--- config.mk ---
export PLATFORM = sky130hd
export DESIGN_NAME = back_scan_gen
export DESIGN_NICKNAME = d
export VERILOG_FILES = /design/src/rtl/vga_timing_pkg.sv /design/src/rtl/vga_counter.sv /design/src/rtl/back_scan_gen.sv
export SDC_FILE = /design/constraint.sdc
export NUM_CORES = 1
export LEC_CHECK = 0
export ABC_AREA = 1
export ABC_CLOCK_PERIOD_IN_PS = 4500
export CELL_PAD_IN_SITES_DETAIL_PLACEMENT = 2
export CELL_PAD_IN_SITES_GLOBAL_PLACEMENT = 2
export CORE_MARGIN = 2
export CORE_UTILIZATION = 34
export DETAILED_ROUTE_END_ITERATION = 6
export GPL_ROUTABILITY_DRIVEN = 0
export PLACE_DENSITY = 0.83
export SLEW_MARGIN = 20
export SYNTH_ARGS = -nofsm -noshare
export SYNTH_HDL_FRONTEND = slang
export SYNTH_SLANG_ARGS = --single-unit
--- constraint.sdc ---
create_clock -name vga_clk -period 4.5 [get_ports vga_clk]
set_clock_uncertainty 0.2 [all_clocks]
set_input_delay 0.675 -clock vga_clk [delete_from_list [all_inputs] [get_ports vga_clk]]
set_output_delay 0.675 -clock vga_clk [all_outputs]
set_load 0.03 [all_outputs]
--- src/rtl/vga_timing_pkg.sv ---
// Shared 640x480@60 VGA timing constants and background image geometry.
package vga_timing_pkg;

  // Horizontal timing, in pixel clocks
  localparam logic [9:0] H_VISIBLE = 10'd640;
  localparam logic [9:0] H_FP      = 10'd16;
  localparam logic [9:0] H_SYNC    = 10'd96;
  localparam logic [9:0] H_BP      = 10'd48;
  localparam logic [9:0] H_TOTAL   = H_VISIBLE + H_FP + H_SYNC + H_BP;  // 800

  // Vertical timing, in lines
  localparam logic [9:0] V_VISIBLE = 10'd480;
  localparam logic [9:0] V_FP      = 10'd10;
  localparam logic [9:0] V_SYNC    = 10'd2;
  localparam logic [9:0] V_BP      = 10'd33;
  localparam logic [9:0] V_TOTAL   = V_VISIBLE + V_FP + V_SYNC + V_BP;  // 525

  // Sync windows: [start, end)
  localparam logic [9:0] H_SYNC_START = H_VISIBLE + H_FP;      // 656
  localparam logic [9:0] H_SYNC_END   = H_SYNC_START + H_SYNC; // 752
  localparam logic [9:0] V_SYNC_START = V_VISIBLE + V_FP;      // 490
  localparam logic [9:0] V_SYNC_END   = V_SYNC_START + V_SYNC; // 492

  // Background image: 160x120 texels, each texel is 4x4 screen pixels
  localparam logic [8:0]  IMG_W       = 9'd160;
  localparam logic [8:0]  IMG_H       = 9'd120;
  localparam int unsigned SCALE_SHIFT = 2;
  localparam int unsigned ADDR_W      = 15;

endpackage

--- src/rtl/vga_counter.sv ---
// Free-running horizontal/vertical scan counters with wrap flags and raw syncs.
module vga_counter
  import vga_timing_pkg::*;
(
  input  logic       clk_i,
  input  logic       rst_i,
  output logic [9:0] hc_o,
  output logic [9:0] vc_o,
  output logic       h_wrap_o,
  output logic       frame_wrap_o,
  output logic       hs_raw_o,
  output logic       vs_raw_o
);

  logic [9:0] hc_q, hc_d;
  logic [9:0] vc_q, vc_d;
  logic       h_last, v_last;

  // Next-state counters, wrap flags and active-low raw syncs
  always_comb begin
    h_last = (hc_q == H_TOTAL - 10'd1);
    v_last = (vc_q == V_TOTAL - 10'd1);
    hc_d   = h_last ? 10'd0 : hc_q + 10'd1;
    vc_d   = vc_q;
    if (h_last) begin
      vc_d = v_last ? 10'd0 : vc_q + 10'd1;
    end
    hs_raw_o = !((hc_q >= H_SYNC_START) && (hc_q < H_SYNC_END));
    vs_raw_o = !((vc_q >= V_SYNC_START) && (vc_q < V_SYNC_END));
  end

  // Counter state
  always_ff @(posedge clk_i or posedge rst_i) begin
    if (rst_i) begin
      hc_q <= 10'd0;
      vc_q <= 10'd0;
    end else begin
      hc_q <= hc_d;
      vc_q <= vc_d;
    end
  end

  assign hc_o         = hc_q;
  assign vc_o         = vc_q;
  assign h_wrap_o     = h_last;
  assign frame_wrap_o = h_last && v_last;

endmodule

--- src/rtl/back_scan_gen.sv ---
// Scan generator feeding the background colour stage: registered coordinates,
// blank, scrolled background ROM address, and syncs delayed one extra cycle.
module back_scan_gen
  import vga_timing_pkg::*;
(
  input  logic              vga_clk,
  input  logic              reset,
  input  logic [7:0]        scroll_x,
  output logic              hs,
  output logic              vs,
  output logic              blank,
  output logic [9:0]        drawX,
  output logic [9:0]        drawY,
  output logic [ADDR_W-1:0] rom_address,
  output logic              frame_start
);

  logic [9:0] hc, vc;
  logic       h_wrap, frame_wrap, hs_raw, vs_raw;

  vga_counter u_counter (
    .clk_i        (vga_clk),
    .rst_i        (reset),
    .hc_o         (hc),
    .vc_o         (vc),
    .h_wrap_o     (h_wrap),
    .frame_wrap_o (frame_wrap),
    .hs_raw_o     (hs_raw),
    .vs_raw_o     (vs_raw)
  );

  logic [7:0]        scroll_q, scroll_d;
  logic [ADDR_W-1:0] row_base_q, row_base_d;
  logic              blank_q, blank_d;
  logic [9:0]        drawx_q, drawy_q;
  logic [ADDR_W-1:0] rom_q, rom_d;
  logic              fs_q, fs_d;
  logic              hs_d1_q, hs_q, vs_d1_q, vs_q;

  logic [8:0]        col_sum, col;
  logic              visible;

  // Scroll latch, row base accumulation and address/blank next-state
  always_comb begin
    scroll_d = scroll_q;
    // Out-of-range offsets are ignored so the column wrap stays a single subtract
    if (frame_wrap && ({1'b0, scroll_x} < IMG_W)) begin
      scroll_d = scroll_x;
    end

    row_base_d = row_base_q;
    if (frame_wrap) begin
      row_base_d = '0;
    end else if (h_wrap && (vc[1:0] == 2'b11) && (vc < V_VISIBLE - 10'd1)) begin
      row_base_d = row_base_q + {6'd0, IMG_W};
    end

    col_sum = {1'b0, hc[9:SCALE_SHIFT]} + {1'b0, scroll_q};
    col     = (col_sum >= IMG_W) ? col_sum - IMG_W : col_sum;

    visible = (hc < H_VISIBLE) && (vc < V_VISIBLE);
    blank_d = visible;
    rom_d   = visible ? row_base_q + {6'd0, col} : '0;
    fs_d    = (hc == 10'd0) && (vc == 10'd0);
  end

  // Scroll and row-base state
  always_ff @(posedge vga_clk or posedge reset) begin
    if (reset) begin
      scroll_q   <= 8'd0;
      row_base_q <= '0;
    end else begin
      scroll_q   <= scroll_d;
      row_base_q <= row_base_d;
    end
  end

  // Output registers; syncs get a second stage to line up with downstream RGB
  always_ff @(posedge vga_clk or posedge reset) begin
    if (reset) begin
      blank_q <= 1'b0;
      drawx_q <= 10'd0;
      drawy_q <= 10'd0;
      rom_q   <= '0;
      fs_q    <= 1'b0;
      hs_d1_q <= 1'b1;
      hs_q    <= 1'b1;
      vs_d1_q <= 1'b1;
      vs_q    <= 1'b1;
    end else begin
      blank_q <= blank_d;
      drawx_q <= hc;
      drawy_q <= vc;
      rom_q   <= rom_d;
      fs_q    <= fs_d;
      hs_d1_q <= hs_raw;
      hs_q    <= hs_d1_q;
      vs_d1_q <= vs_raw;
      vs_q    <= vs_d1_q;
    end
  end

  assign blank       = blank_q;
  assign drawX       = drawx_q;
  assign drawY       = drawy_q;
  assign rom_address = rom_q;
  assign frame_start = fs_q;
  assign hs          = hs_q;
  assign vs          = vs_q;

endmodule

==> results of run 1 <==
## layer usage
| metal | share of wire | track usage |
|---|---|---|
| met5 | 0 | 0 |
| met4 | 0.019 | 0.0805 |
| met3 | 0.021 | 0.0303 |
| met2 | 0.53 | 0.364 |
| met1 | 0.43 | 0.236 |
## area by class of cell
cell class | instances | area share
clock inverters | 6 | 0.0137
well taps | 147 | 0.0366
clock buffers | 10 | 0.0456
repair buffers | 49 | 0.0972
multi-input cells | 309 | 0.361
flip-flops and latches | 79 | 0.395
inverters | 68 | 0.0513
## layout by cell type (no fill, tap or decap), drive strengths merged, types with 3 or more instances in the layout
master	synthesis	layout
clkinv	0	3
o31ai	5	5
nand3	57	57
nand4	9	9
o21ai	17	17
nor3	13	13
xor2	12	12
nor2	46	46
clkbuf	0	10
a211oi	3	3
dfstp	4	4
dfrtp	75	75
nand2	89	89
nand3b	3	3
clkdlybuf4s50	0	48
inv	68	69
ha	19	19
a21oi	21	21
## worst register-to-register path, cell delays in order, from the launching register on
cell and delay (ns):
dfrtp_1 0.44, ha_1 0.26, fa_1 0.41, nand2_1 0.11, nand2_1 0.08, nand3_1 0.09, nand3b_1 0.08, nand2_1 0.14
ha_1 0.19, inv_1 0.05, nand3_1 0.10, nand2_1 0.08, inv_1 0.11, nand2_1 0.08, nand2_1 0.06, nand2_1 0.05
ha_1 0.33, nand2_1 0.10, a21boi_1 0.19, nor2_1 0.11, o21ai_2 0.21, nand4_1 0.19, nand3_1 0.13, nand2_1 0.06
nor2_1 0.11
## logic make-up after synthesis
| family | synth area share |
|---|---|
| DFF | 0.486 |
| and+or+nand+nor | 0.270 |
| AOI/OAI and AO/OA | 0.0794 |
| other | 0.000919 |
| buffers and inverters | 0.0708 |
| adders and majority gates | 0.0632 |
| xor gates and xnor gates | 0.0300 |
## flip-flops by register name, summed over array words and instances, names as in the netlist
register	flops
u_counter.vc_o	10
drawY	10
vs_d1_q	1
u_counter.hc_o	10
frame_start	1
hs_d1_q	1
vs	1
rom_address	15
drawX	10
blank	1
hs	1
row_base_q	10
scroll_q	8
## where the power goes
part / internal [mW] / switching (mW)
sequential: 0.711 / 0.0000937
combinational: 0.00882 / 0.0190
clock: 0.433 / 0.308
## final timing paths
kind                       cells after the start               from               to  slack [ns]
setup / recovery                              24  u_counter.hc_o[2]  rom_address[12]        0.44
hold / removal                                 0            hs_d1_q               hs        0.16
setup reg to reg                              24  u_counter.hc_o[2]  rom_address[12]        0.44
hold reg to reg                                0            hs_d1_q               hs        0.16
max in group asynchronous                      3              reset          vs_d1_q        2.63
min in group asynchronous                      2              reset         drawY[3]        0.61
==> flow_summary_export.csv, run 1 <==
group,metric,value,unit
outcome,outcome,"completed",
sta,final-setup-viol-count,0,
hold_path,hp-class,"reg2reg",
drt,ant_nets,0,
final_layout,multi_input_area,0.00181,mm2
critical_path,start_kind,"register",
synth,syn_avg_cell_area,8.89,um2
sta,timing.slew.headroom,0.533,
drt,viasPerCell,5.08,
die,core,0.0119,mm2
drt,routed-via-count,3396,
clock_network,htreeDepth,3,
drt,drt_iter0_drc,96,
sta,fin_crit_sh,0.903,
run,cap_violations,0,
synth,yosysTopAreaCellShare,0.460,
critical_path,path_max_fanout,6,
die,boundaryPins,49,
final_layout,final_util,0.423,
drt,first_pass_iters,4,
sta,min_period,4.06,ns
critical_path,critical_path_class,"reg2reg",
final_layout,finalNetCount,546,
place,dp.cells,652,
final_layout,drive_above_1_share,0.102,
synth,synth_ff_type,"dfrtp_1",
critical_path,crit_family,"simple AND/OR/NAND/NOR gates",
drt,wl_per_cell,17.7,um
final_layout,final_cells,668,
synth,synthDistinctLibCells,44,
place,dp_slack,0.391,ns
critical_path,slowest_delay,0.44,ns
power_and_ir_drop,finalPower,1.48,mW
clock_network,cts.sinks,79,
clock_network,cts_tree,"built",
synth,synth_seq_cells,79,
clock_network,clockBufferDepth,2,
sta,hold_slack,0.159,ns
power_and_ir_drop,vdd_drop_max,0.118,mV
synth,synth_edf_count,0,
clock_network,cts_hold_buf,0,
die,fp.dieW,114,um
place,place_hpwl,9.09,mm
synth,yosys-top-cells-area,"dfrtp_1 (46%), nand2_1 (8.1%), nand3_1 (6.7%)",
drt,wl,11.8,mm
critical_path,crit_slowest_cell,"dfrtp_1",
sta,postLayoutSetupSlackWorst,0.438,ns
die,die_area,0.0129,mm2
sta,drv_slew,0,
final_layout,synthToLayoutAreaGrowth,23.0,%
clock_network,clkLatencyLatePin,0.35,ns
synth,synth_commonest_cells,"nand2_1 (88), dfrtp_1 (75), inv_1 (61), nand3_1 (55), nor2_1 (40)",
die,fp.dieH,114,um
synth,synthArstFlopShare,1.00,
synth,syn_area,0.00408,mm2
clock_network,cts_inserted_buffers,9,
clock_network,cts_resized,0,
grt,grt_max_degree,56,
die,rows,40,
sta,rsz0062_at_grt,"false",
final_layout,antennaDiodeCount,0,
synth,yosysWarnings,0,
final_layout,fill_cells,1319,
clock_network,root_buffer,"clkbuf_16",
grt,antenna_found_initial,0,
power_and_ir_drop,p_leak,2.58,nW
clock_network,path_clk_slew,0.07,ns
critical_path,critPathCaptureType,"register",
grt,overflow,0,
critical_path,crit_buf_inv,2,
synth,syn_inst,459,
final_layout,regArea,0.00198,mm2
grt,grt_pass1_wl,19.7,mm
sta,fmax,246,MHz
sta,finalSetupTns,0,ns
grt,track_usage,0.200,
critical_path,crit_top_cell,"nand2_1",
place,place_area,0.00472,mm2
grt,grt_pass1_vias,3689,
sta,hold_viol,0,
critical_path,arrival,4.14,ns
synth,syn-num-nets,489,
critical_path,cp.required,4.58,ns
die,initial_core_util,0.344,
sta,max_slew.worst_pin.slew,0.700,ns
synth,ys_seq_area_frac,0.486,
synth,yosysTopAreaCell,"dfrtp_1",
power_and_ir_drop,pwr_density_cell,295,mW/mm2
clock_network,post-cts-setup-buffers,0,
synth,synth.most_common_cell,"nand2_1",
place,place.port_buffers,48,
critical_path,crit_chain,"ha_1, fa_1, nand2_1, nand2_1, nand3_1, nand3b_1, nand2_1, ha_1, inv_1, nand3_1, nand2_1, inv_1, nand2_1, nand2_1, nand2_1, ha_1, nand2_1, a21boi_1, nor2_1, o21ai_2, nand4_1, nand3_1, nand2_1, nor2_1",
drt,drc,0,
final_layout,design_area,0.00502,mm2
(Power assumes the default switching activity.)
==> run 2, diff against run 1 <==
Settings changed: ABC_CLOCK_PERIOD_IN_PS 4500 to 4650.
Clock period 4.5 ns to 4.65 ns, I/O delays scaled along.
==> flow_summary_export.csv, run 2 (synthesis results as in run 1) <==
group,metric,value,unit
outcome,outcome,"completed",
power_and_ir_drop,p_switching,0.322,mW
place,place_area,0.00472,mm2
power_and_ir_drop,pwr_density_cell,298,mW/mm2
die,die_area,0.0129,mm2
sta,fin_crit_sh,0.881,
drt,drc,0,
grt,use_met3,0.0292,
hold_path,hp-class,"reg2reg",
final_layout,multi_input_area,0.00181,mm2
die,fp.dieH,114,um
grt,overflow,0,
power_and_ir_drop,clockPowerShare,0.526,
clock_network,cts_tree,"built",
power_and_ir_drop,switching_share,0.214,
clock_network,cts_hold_buf,0,
die,rows,40,
sta,hold_viol,0,
critical_path,start_kind,"register",
power_and_ir_drop,internal-power,1.18,mW
clock_network,htreeDepth,3,
sta,timing.slew.headroom,0.405,
grt,antenna_found_initial,0,
power_and_ir_drop,combPwrFrac,0.018,
final_layout,design_area,0.00505,mm2
clock_network,path_clk_slew,0.07,ns
sta,fmax,244,MHz
final_layout,synthToLayoutAreaGrowth,23.7,%
grt,grt_pass1_wl,20.0,mm
die,boundaryPins,49,
sta,drv_slew,0,
drt,viasPerCell,5.10,
grt,met1_usage,0.231,
grt,grt_max_degree,52,
critical_path,arrival,4.18,ns
die,fp.dieW,114,um
place,place.port_buffers,48,
sta,min_period,4.10,ns
die,core,0.0119,mm2
drt,wl_per_cell,17.9,um
drt,wl,11.9,mm
drt,ant_nets,0,
grt,grt_use_met2,0.374,
power_and_ir_drop,vdd_drop_max,0.131,mV
final_layout,drive_above_1_share,0.104,
critical_path,critical_path_class,"reg2reg",
clock_network,post-cts-setup-buffers,0,
clock_network,root_buffer,"clkbuf_16",
drt,first_pass_iters,4,
final_layout,antennaDiodeCount,0,
critical_path,cp.required,4.73,ns
sta,finalSetupTns,0,ns
grt,grt_pass1_vias,3894,
clock_network,cts.sinks,79,
critical_path,path_max_fanout,6,
die,initial_core_util,0.344,
power_and_ir_drop,p_leak,2.59,nW
sta,hold_slack,0.161,ns
sta,rsz0062_at_grt,"false",
sta,max_slew.worst_pin.slew,0.892,ns
drt,drt_iter0_drc,97,
drt,routed-via-count,3404,
critical_path,r2r_slack,0.55,ns
final_layout,finalNetCount,546,
clock_network,cts_resized,0,
sta,final-setup-viol-count,0,
run,cap_violations,0,
place,place_hpwl,9.02,mm
grt,track_usage,0.202,
final_layout,fill_cells,1321,
final_layout,largest_reg_flops,15,
final_layout,final_common_cell,"nand2_1",
final_layout,layout_common_cells,"nand2_1 (88), dfrtp_1 (75), inv_1 (60)",
final_layout,regArea,0.00198,mm2
grt,busiest_layer,"met2",
clock_network,cts_inserted_buffers,9,
critical_path,critPathCaptureType,"register",
clock_network,clkLatencyLatePin,0.35,ns
clock_network,clockBufferDepth,2,
power_and_ir_drop,p_seq_frac,0.457,
-- run 2: worst paths after layout --
check	start	cells past startpoint	to
min reg2reg	vs_d1_q	0	vs
min	vs_d1_q	0	vs
max	u_counter.hc_o[2]	24	rom_address[12]
max in group asynchronous	reset	3	vs
max reg2reg	u_counter.hc_o[2]	24	rom_address[12]
min in group asynchronous	reset	2	u_counter.vc_o[3]
-- run 2: power groups by stage --
stage / Clock [mW] / Sequential (mW) / Combinational, mW
after floorplan: 0 / 0.702 / 0.0118
after global routing: 0.835 / 0.687 / 0.0306
after CTS: 0.812 / 0.688 / 0.0281
after detailed placement: 0 / 0.701 / 0.0282
final: 0.792 / 0.688 / 0.0264
after global placement: 0 / 0.701 / 0.0266
-- run 2: metal layers --
metal / up-vias / share of wire
met5: - / 0
met4: 0 / 0.021
li1: 1615 / -
met2: 53 / 0.53
met3: 16 / 0.025
met1: 1720 / 0.42
-- run 2: stage by stage --
stage	total power [mW]	util	std cells	worst slack, ns
2_1_floorplan	0.713	-	459	1.14
3_3_place_gp	0.727	0.398	652	0.899
3_5_place_dp	0.729	0.398	652	0.544
4_1_cts	1.53	0.426	668	0.431
5_1_grt	1.55	0.426	668	0.0783
6_report	1.51	0.426	668	0.552
-- run 2: area by class of cell --
type,count,area share
Clock inverter,6,0.0178
Sequential cell,79,0.392
Tap cell,147,0.0364
Timing Repair Buffer,49,0.0966
Multi-Input combinational cell,309,0.359
Clock buffer,10,0.0473
Inverter,68,0.0508
-- run 2: worst max-delay path, stage by stage, from the launching register on --
cell and delay, ns:
dfrtp_1 0.44, ha_1 0.26, fa_1 0.42, nand2_1 0.11
nand2_1 0.08, nand3_1 0.10, nand3b_1 0.08, nand2_1 0.14
ha_1 0.19, inv_1 0.05, nand3_1 0.10, nand2_1 0.08
inv_1 0.11, nand2_1 0.08, nand2_1 0.07, nand2_1 0.05
ha_1 0.33, nand2_1 0.10, a21boi_1 0.20, nor2_1 0.11
o21ai_2 0.19, nand4_1 0.19, nand3_1 0.12, nand2_1 0.08
nor2_1 0.13
==> run 3, diff against run 2 <==
Settings changed: GPL_TIMING_DRIVEN from default to 1.
==> results of run 3 <==
Final layout, timing and power as in run 2 (identical DEF).
